===== src/rtl/four_color_top_if.sv =====
// four_color_top_if: readout select and status/colour bundle of the four-colour solver (FOUR_COLOR_STEP_CNT_EN adds step_cnt)
interface four_color_top_if #(parameter int N_REGIONS = 4);
    logic [3:0]             in;
    logic [2*N_REGIONS-1:0] colors;
    logic [1:0]             sel_color;
    logic                   sel_valid;
    logic                   busy;
    logic                   done;
    logic                   fail;
`ifdef FOUR_COLOR_STEP_CNT_EN
    logic [15:0]            step_cnt;
`endif
    modport master (
        output in,
`ifdef FOUR_COLOR_STEP_CNT_EN
        input  step_cnt,
`endif
        input  colors, sel_color, sel_valid, busy, done, fail
    );
    modport slave (
        input  in,
`ifdef FOUR_COLOR_STEP_CNT_EN
        output step_cnt,
`endif
        output colors, sel_color, sel_valid, busy, done, fail
    );
endinterface


===== src/rtl/four_color_top.sv =====
// four_color_top: backtracking four-colour map solver, one candidate per cycle; FOUR_COLOR_STEP_CNT_EN adds a saturating search-step counter
module four_color_top #(
    parameter int N_REGIONS = 4,
    parameter logic [N_REGIONS*N_REGIONS-1:0] ADJ = {(N_REGIONS*N_REGIONS){1'b1}}
) (
    input logic             clk,
    input logic             rst,
    four_color_top_if.slave bus
);
    localparam int W = 2 * N_REGIONS;
    typedef enum logic [1:0] {SEARCH, BACK, DONE, FAIL} state_t;
    state_t                 state_q, state_d;
    logic [3:0]             k_q, k_d;
    logic [W-1:0]           col_q, col_d;
    logic [N_REGIONS*N_REGIONS-1:0] pair_hit;
    logic                   conflict;
    logic [1:0]             cur, prev;
    for (genvar i = 0; i < N_REGIONS; i++) begin : g_i
        for (genvar j = 0; j < N_REGIONS; j++) begin : g_j
            assign pair_hit[i*N_REGIONS+j] = (j < i) && ADJ[i*N_REGIONS+j] && (k_q == 4'(i)) && (col_q[2*i+:2] == col_q[2*j+:2]);
        end
    end
    assign conflict = |pair_hit;
    assign cur      = 2'(col_q >> {k_q, 1'b0});
    assign prev     = 2'(col_q >> {k_q - 4'd1, 1'b0});
    // search step: advance, bump the current colour, or backtrack to the previous region
    always_comb begin
        state_d = state_q;
        k_d     = k_q;
        col_d   = col_q;
        case (state_q)
            SEARCH:
                if (!conflict) begin
                    if (k_q == 4'(N_REGIONS - 1)) state_d = DONE;
                    else begin
                        k_d   = k_q + 4'd1;
                        col_d = col_q & ~(W'(3) << {k_q + 4'd1, 1'b0});
                    end
                end else if (cur != 2'd3) col_d = col_q + (W'(1) << {k_q, 1'b0});
                else state_d = BACK;
            BACK:
                if (k_q == 4'd0) state_d = FAIL;
                else begin
                    k_d = k_q - 4'd1;
                    if (prev != 2'd3) begin
                        col_d   = col_q + (W'(1) << {k_q - 4'd1, 1'b0});
                        state_d = SEARCH;
                    end
                end
            default: ;
        endcase
    end
    // search state register; DONE/FAIL hold everything until reset
    always_ff @(posedge clk or negedge rst) begin
        if (!rst) begin
            state_q <= SEARCH;
            k_q     <= 4'd0;
            col_q   <= '0;
        end else begin
            state_q <= state_d;
            k_q     <= k_d;
            col_q   <= col_d;
        end
    end
    assign bus.colors    = col_q;
    assign bus.busy      = (state_q == SEARCH) || (state_q == BACK);
    assign bus.done      = state_q == DONE;
    assign bus.fail      = state_q == FAIL;
    assign bus.sel_valid = int'(bus.in) < N_REGIONS;
    assign bus.sel_color = bus.sel_valid ? 2'(col_q >> {bus.in, 1'b0}) : 2'd0;
`ifdef FOUR_COLOR_STEP_CNT_EN
    logic [15:0] cnt_q;
    // count search/backtrack cycles, saturating, frozen once the search ends
    always_ff @(posedge clk or negedge rst) begin
        if (!rst) cnt_q <= 16'd0;
        else if (bus.busy && cnt_q != 16'hFFFF) cnt_q <= cnt_q + 16'd1;
    end
    assign bus.step_cnt = cnt_q;
`endif
endmodule


===== src/flat_wrapper.sv =====
// flat-port wrapper written by rule: the top's interface ports become plain ports
module four_color_top_flat 
#(
    parameter int N_REGIONS = 4,
    parameter logic [N_REGIONS*N_REGIONS-1:0] ADJ = {(N_REGIONS*N_REGIONS){1'b1}}
)
  (clk, rst, bus_in, bus_colors, bus_sel_color, bus_sel_valid, bus_busy, bus_done, bus_fail);
  four_color_top_if #(.N_REGIONS(N_REGIONS)) bus_i ();
  input logic clk;
  input logic rst;
  input wire logic [$bits(bus_i.in)-1:0] bus_in;
  output wire logic [$bits(bus_i.colors)-1:0] bus_colors;
  output wire logic [$bits(bus_i.sel_color)-1:0] bus_sel_color;
  output wire logic [$bits(bus_i.sel_valid)-1:0] bus_sel_valid;
  output wire logic [$bits(bus_i.busy)-1:0] bus_busy;
  output wire logic [$bits(bus_i.done)-1:0] bus_done;
  output wire logic [$bits(bus_i.fail)-1:0] bus_fail;
  assign bus_i.in = bus_in;
  assign bus_colors = bus_i.colors;
  assign bus_sel_color = bus_i.sel_color;
  assign bus_sel_valid = bus_i.sel_valid;
  assign bus_busy = bus_i.busy;
  assign bus_done = bus_i.done;
  assign bus_fail = bus_i.fail;
  four_color_top #(.N_REGIONS(N_REGIONS), .ADJ(ADJ)) u_core (.clk(clk), .rst(rst), .bus(bus_i));
endmodule

===== config.mk =====
export PLATFORM = sky130hd
export DESIGN_NAME = four_color_top_flat
export DESIGN_NICKNAME = d
export VERILOG_FILES = /design/src/rtl/four_color_top_if.sv /design/src/rtl/four_color_top.sv /design/src/flat_wrapper.sv
export SDC_FILE = /design/constraint.sdc
export NUM_CORES = 1
export LEC_CHECK = 0
export ABC_AREA = 1
export CORE_UTILIZATION = 44
export DETAILED_ROUTE_END_ITERATION = 8
export DONT_BUFFER_PORTS = 1
export GPL_ROUTABILITY_DRIVEN = 1
export GPL_TIMING_DRIVEN = 0
export PLACE_DENSITY_LB_ADDON = 0.08
export SLEW_MARGIN = 0
export SYNTH_ARGS = -nofsm -noshare
export SYNTH_HDL_FRONTEND = slang
export SYNTH_SLANG_ARGS = --single-unit
export TNS_END_PERCENT = 1

===== constraint.sdc =====
create_clock -name clk -period 2.7 [get_ports clk]
set_clock_uncertainty 0.15 [all_clocks]
set_input_delay 0.27 -clock clk [delete_from_list [all_inputs] [get_ports clk]]
set_output_delay 0.27 -clock clk [all_outputs]
set_load 0.02 [all_outputs]

## Word-level counts from Yosys, hierarchy flattened

Cells that the tools add are included.

- Register bits after elaboration: 14
- Word-level logic and storage cells: 70

- Add/subtract/negate cells: 4
- Magnitude comparators: 1
- Equality and inequality tests: 23
- Shift-type cells: 6
- Multiplexer cells: 17
- Bitwise operators: 2
- Reduce and logical (&&, ||, !) cells: 14

Operators by type and width:

| cell | number |
|---|---|
| 8-bit 2-to-1 mux | 5 |
| 8-bit by 5-bit right shift with 2-bit output | 3 |
| 8-bit adder | 2 |
| 8-bit one-hot mux with 2 select lines | 1 |
| 1-bit by 5-bit << shifter with 8-bit output (first input constant) | 2 |
| 2-bit == test | 6 |
| 2-bit 2-to-1 mux | 6 |
| 4-bit 2-to-1 mux | 3 |
| 2-bit != test (second input constant) | 5 |
| 8-bit bitwise AND | 1 |
| 4-bit by 2-bit == test with 1-bit output (second input constant) | 2 |
| 8-bit NOT | 1 |
| 4-bit one-hot mux with 2 select lines | 1 |
| 4-bit AND reduction | 2 |
| 2-bit by 5-bit << shifter with 8-bit output (first input constant) | 1 |
| 1-bit logical AND | 6 |
| 3-bit by 1-bit != test with 1-bit output (second input constant) | 2 |
| 3-bit != test (second input constant) | 2 |
| 6-bit OR reduction | 1 |
| 5-bit AND reduction | 1 |
| 4-bit by 1-bit adder with 4-bit output (second input constant) | 1 |
| 2-bit == test (second input constant) | 2 |
| 4-bit by 1-bit == test with 1-bit output (second input constant) | 1 |
| 4-bit logical NOT | 1 |
| other kinds (9) | 9 |

## Longest topological paths before layout

- Depth after elaboration: 7
- Gate-level depth with buffers: 17
- Depth with buffers taken out: 16

## Least setup slack after synthesis

Ideal clock, no wire load.

- Path type: register to register
- Start point: register u_core.k_q[1]
- End point: register u_core.col_q[7] (netlist: u_core.bus.colors[7])
- Arrival time: 2,408 ps
- Data required time: 2,485 ps
- Setup slack: 77 ps
- Stages on the path, launching flop included: 16
- Path through: dfrtp_1 buf_2 inv_1 ha_1 xor2_1 nor3_1 ha_1 nand2_1 o21ai_0 nand4_1 nand3_1 xor2_1 nand2_1 nand2_1 nand2_1 nand2_1

- Cells in the longest elaborated chain, start to end: 7
- Elaborated cells on any way between the ends: 35
- Classes of those cells: 4 x add/sub; 9 x eq/ne; 5 x shift; 6 x mux; 2 x bitwise; 9 x reduce/logical

RTL lines:

| item | line | RTL |
|---|---|---|
| start, declared | four_color_top.sv:13 | `logic [3:0] k_q, k_d;` |
| start signal, assigned | four_color_top.sv:61 | `k_q <= k_d;` |
| parallel branches: the longest is 7 deep, another holds 8-bit adder | -- |  |
| end signal, assigned | four_color_top.sv:62 | `col_q <= col_d;` |
| end, declared | four_color_top.sv:14 | `logic [W-1:0] col_q, col_d;` |

Parallel ways; which one is timed is not known. The select of a mux whose other input is x is not followed.
A chain may end at the register's enable or synchronous reset.

## Final worst setup path

Ends and elaborated chain as after synthesis.

==> impl_metrics.json <==
{
  "drv_slew": 0,
  "antenna_found_initial": 0,
  "top_layer_used": "met4",
  "syn_avg_cell_area_um2": 5.78,
  "cp.required_ns": 2.70,
  "synth_edf_count": 0,
  "vias": 2258,
  "cp-start-kind": "flop",
  "cp.arrival_ns": 2.64,
  "cts_tree": "yes",
  "via_per_inst": 5.21,
  "cts_buffers": 3,
  "dr_wl_met3_um": 399,
  "max_freq_ghz": 0.379,
  "rsz0062_at_grt": "yes",
  "met2_wirelength_mm": 2.80,
  "core_um2": 4440,
  "ioPinCount": 20,
  "grt_max_degree": 15,
  "tightestPinTransition_ns": 0.711,
  "synth_cell_type_count": 28,
  "cpPeakStageDelay_ns": 0.36,
  "dieHeight_um": 70.6,
  "post-route-period-util": 0.978,
  "cp_cell_sequence": "buf_6, clkinvlp_4, ha_4, xor2_4, buf_4, nor3_1, ha_1, nand2_1, inv_1, nand4_1, nand3_1, xor2_1, nand2_1, nand2_1, nand2_1, nand2_1",
  "min_path_type": "in2async",
  "gp_congestion": 0.972,
  "synthArstFlopShare": 1.00,
  "yosys_warnings": 0,
  "m1WireLength_mm": 2.94,
  "clock_latency_ns": 0.26,
  "die-area_um2": 4980,
  "dp_hpwl_mm": 4.44,
  "setup_tns_ns": 0,
  "io_buffers": 0,
  "first_pass_iters": 6,
  "first_iter_violations": 174,
  "pwr_density_cell_nw_per_um2": 178,
  "ys_seq_area_frac": 0.169,
  "drc": 6,
  "wire_per_inst_um": 14.4,
  "yosys.area.top_type": "nand2_1",
  "cts_max_level": 1,
  "cts.clk_slew.worst_paths_ns": 0.07,
  "overflow": 0,
  "ctsRootBufferMaster": "clkbuf_8",
  "clkSinkCount": 14,
  "grt_usage": 0.259,
  "worst-path-max-fanout": 4,
  "status": "finished with violations",
  "synth_area_leaders": "nand2_1 26%, dfrtp_1 17%, ha_1 9.1%",
  "cpMostUsedCell": "nand2_1",
  "yosysMostFrequentCell": "nand2_1",
  "synth_top_area_share": 0.258,
  "syn_inst": 358,
  "max_slew_margin": 0.524,
  "synth_fp_nets": 379,
  "area_delta_synth_final_pct": 20.1,
  "diodes": 0,
  "worstSetupPathType": "reg2reg",
  "grt_pass1_wl_mm": 10.2,
  "dieWidth_um": 70.6,
  "synth_area_um2": 2070,
  "power_uw": 443,
  "hold_viol": 0,
  "ys.flop_type": "dfrtp_1",
  "wirelength_mm": 6.22,
  "num_rows": 24,
  "end_kind": "flop",
  "clock_path_buffers": 2,
  "setup_viol": 0,
  "grt_pass1_vias": 2113,
  "crit_slowest_cell": "dfrtp_1",
  "layout.nets": 403,
  "postRouteAntennaNets": 0,
  "start_util": 0.466,
  "synth-seq-cells": 14,
  "min_period_ns": 2.64,
  "irDropWorstVdd_mv": 0.126,
  "p_leak_uw": 0.00129,
  "drv_cap": 0,
  "drive_gt1_frac": 0.197,
  "ys_top_cells_by_count": "142 x nand2_1, 34 x inv_1, 29 x nor2_1, 27 x nand3_1, 16 x a21oi_1",
  "violations": "DRC"
}
state kept, by name (all words and copies together), names as in the netlist:
name / flops
u_core.bus.colors: 8
u_core.k_q: 4
u_core.state_q: 2
kinds of logic (layout without fill, tap and decap cells):
kind of cell / Yosys count / after routing / share of synthesized area
fa+ha+maj: 15 / 15 / 0.0907
buf+inv: 56 / 79 / 0.118
xor+xnor: 13 / 13 / 0.0550
simple gates: 230 / 230 / 0.489
flops: 14 / 14 / 0.169
compound gates: 30 / 30 / 0.0780
final timing paths:
| kind | from | endpoint | slack, ns | cells after the start |
|---|---|---|---|---|
| max | u_core.k_q[1] | u_core.bus.colors[7] | 0.06 | 16 |
| min | rst | u_core.bus.colors[1] | 0.36 | 1 |
| max reg2reg | u_core.k_q[1] | u_core.bus.colors[7] | 0.06 | 16 |
| min reg2reg | u_core.state_q[0] | u_core.state_q[0] | 0.42 | 2 |
| max in group asynchronous | rst | u_core.k_q[1] | 1.59 | 1 |
| min in group clk | u_core.state_q[0] | u_core.state_q[0] | 0.42 | 2 |
timing repair:
item / in CTS / in global routing
hold endpoints to repair: 14 / 0
gates cloned: 0 / 0
setup endpoints to repair: 5 / 5
hold buffers: 1 / 0
pin swaps: 2 / 12
setup buffers: 7 / 11
gates resized for setup: 13 / 20
layout by cell type (no fill, tap or decap), types with 5 or more instances in the layout:
master,count
inv_1,32
xor2_1,9
buf_2,9
a21oi_1,14
inv_2,6
buf_4,19
nand2_2,5
nand2_1,139
nand3_1,25
nor2_1,28
nor3_1,5
dfrtp_1,14
ha_1,11
o21ai_0,6
nand4_1,11
per-layer routing:
layer	track usage	up-vias
li1	-	1176
met1	0.381	1015
met2	0.412	60
met3	0.0214	7
met4	0.0667	0
met5	0	-
power breakdown:
part / total (µW) / switching [µW] / internal [µW]
registers: 210 / 0 / 210
clock network: 220 / 90.1 / 130
logic: 13.8 / 10.5 / 3.32
total: 443 / 101 / 343
worst max-delay path: cells and delay by family (launching register included):
kind,cells,cell delay [ns]
xor gates and xnor gates,2,0.34
and+or+nand+nor,8,0.70
adders and majority gates,2,0.52
buffers and inverters,4,0.47
DFF,1,0.36
area by class of cell:
cell class	count	area, µm²
inverters	41	166
fillers	450	1960
multi-input cells	288	1600
well taps	52	65.1
clock buffers	4	55.1
plain buffers	15	101
repair buffers	19	145
flip-flops and latches	14	350
per-stage QoR:
step                hold slack, ns  instances  worst slack (ns)  area [µm²]   util
floorplan                   -0.176        358            0.0766        2070      -
global placement            -0.175        410            -0.330        2130  0.480
detailed placement          -0.175        410            -0.366        2130  0.480
CTS                          0.381        422           0.00354        2300  0.519
global route                 0.423        433            -0.100        2480  0.559
finish                       0.356        433            0.0594        2480  0.559
Power figures use the tool's default switching activity.
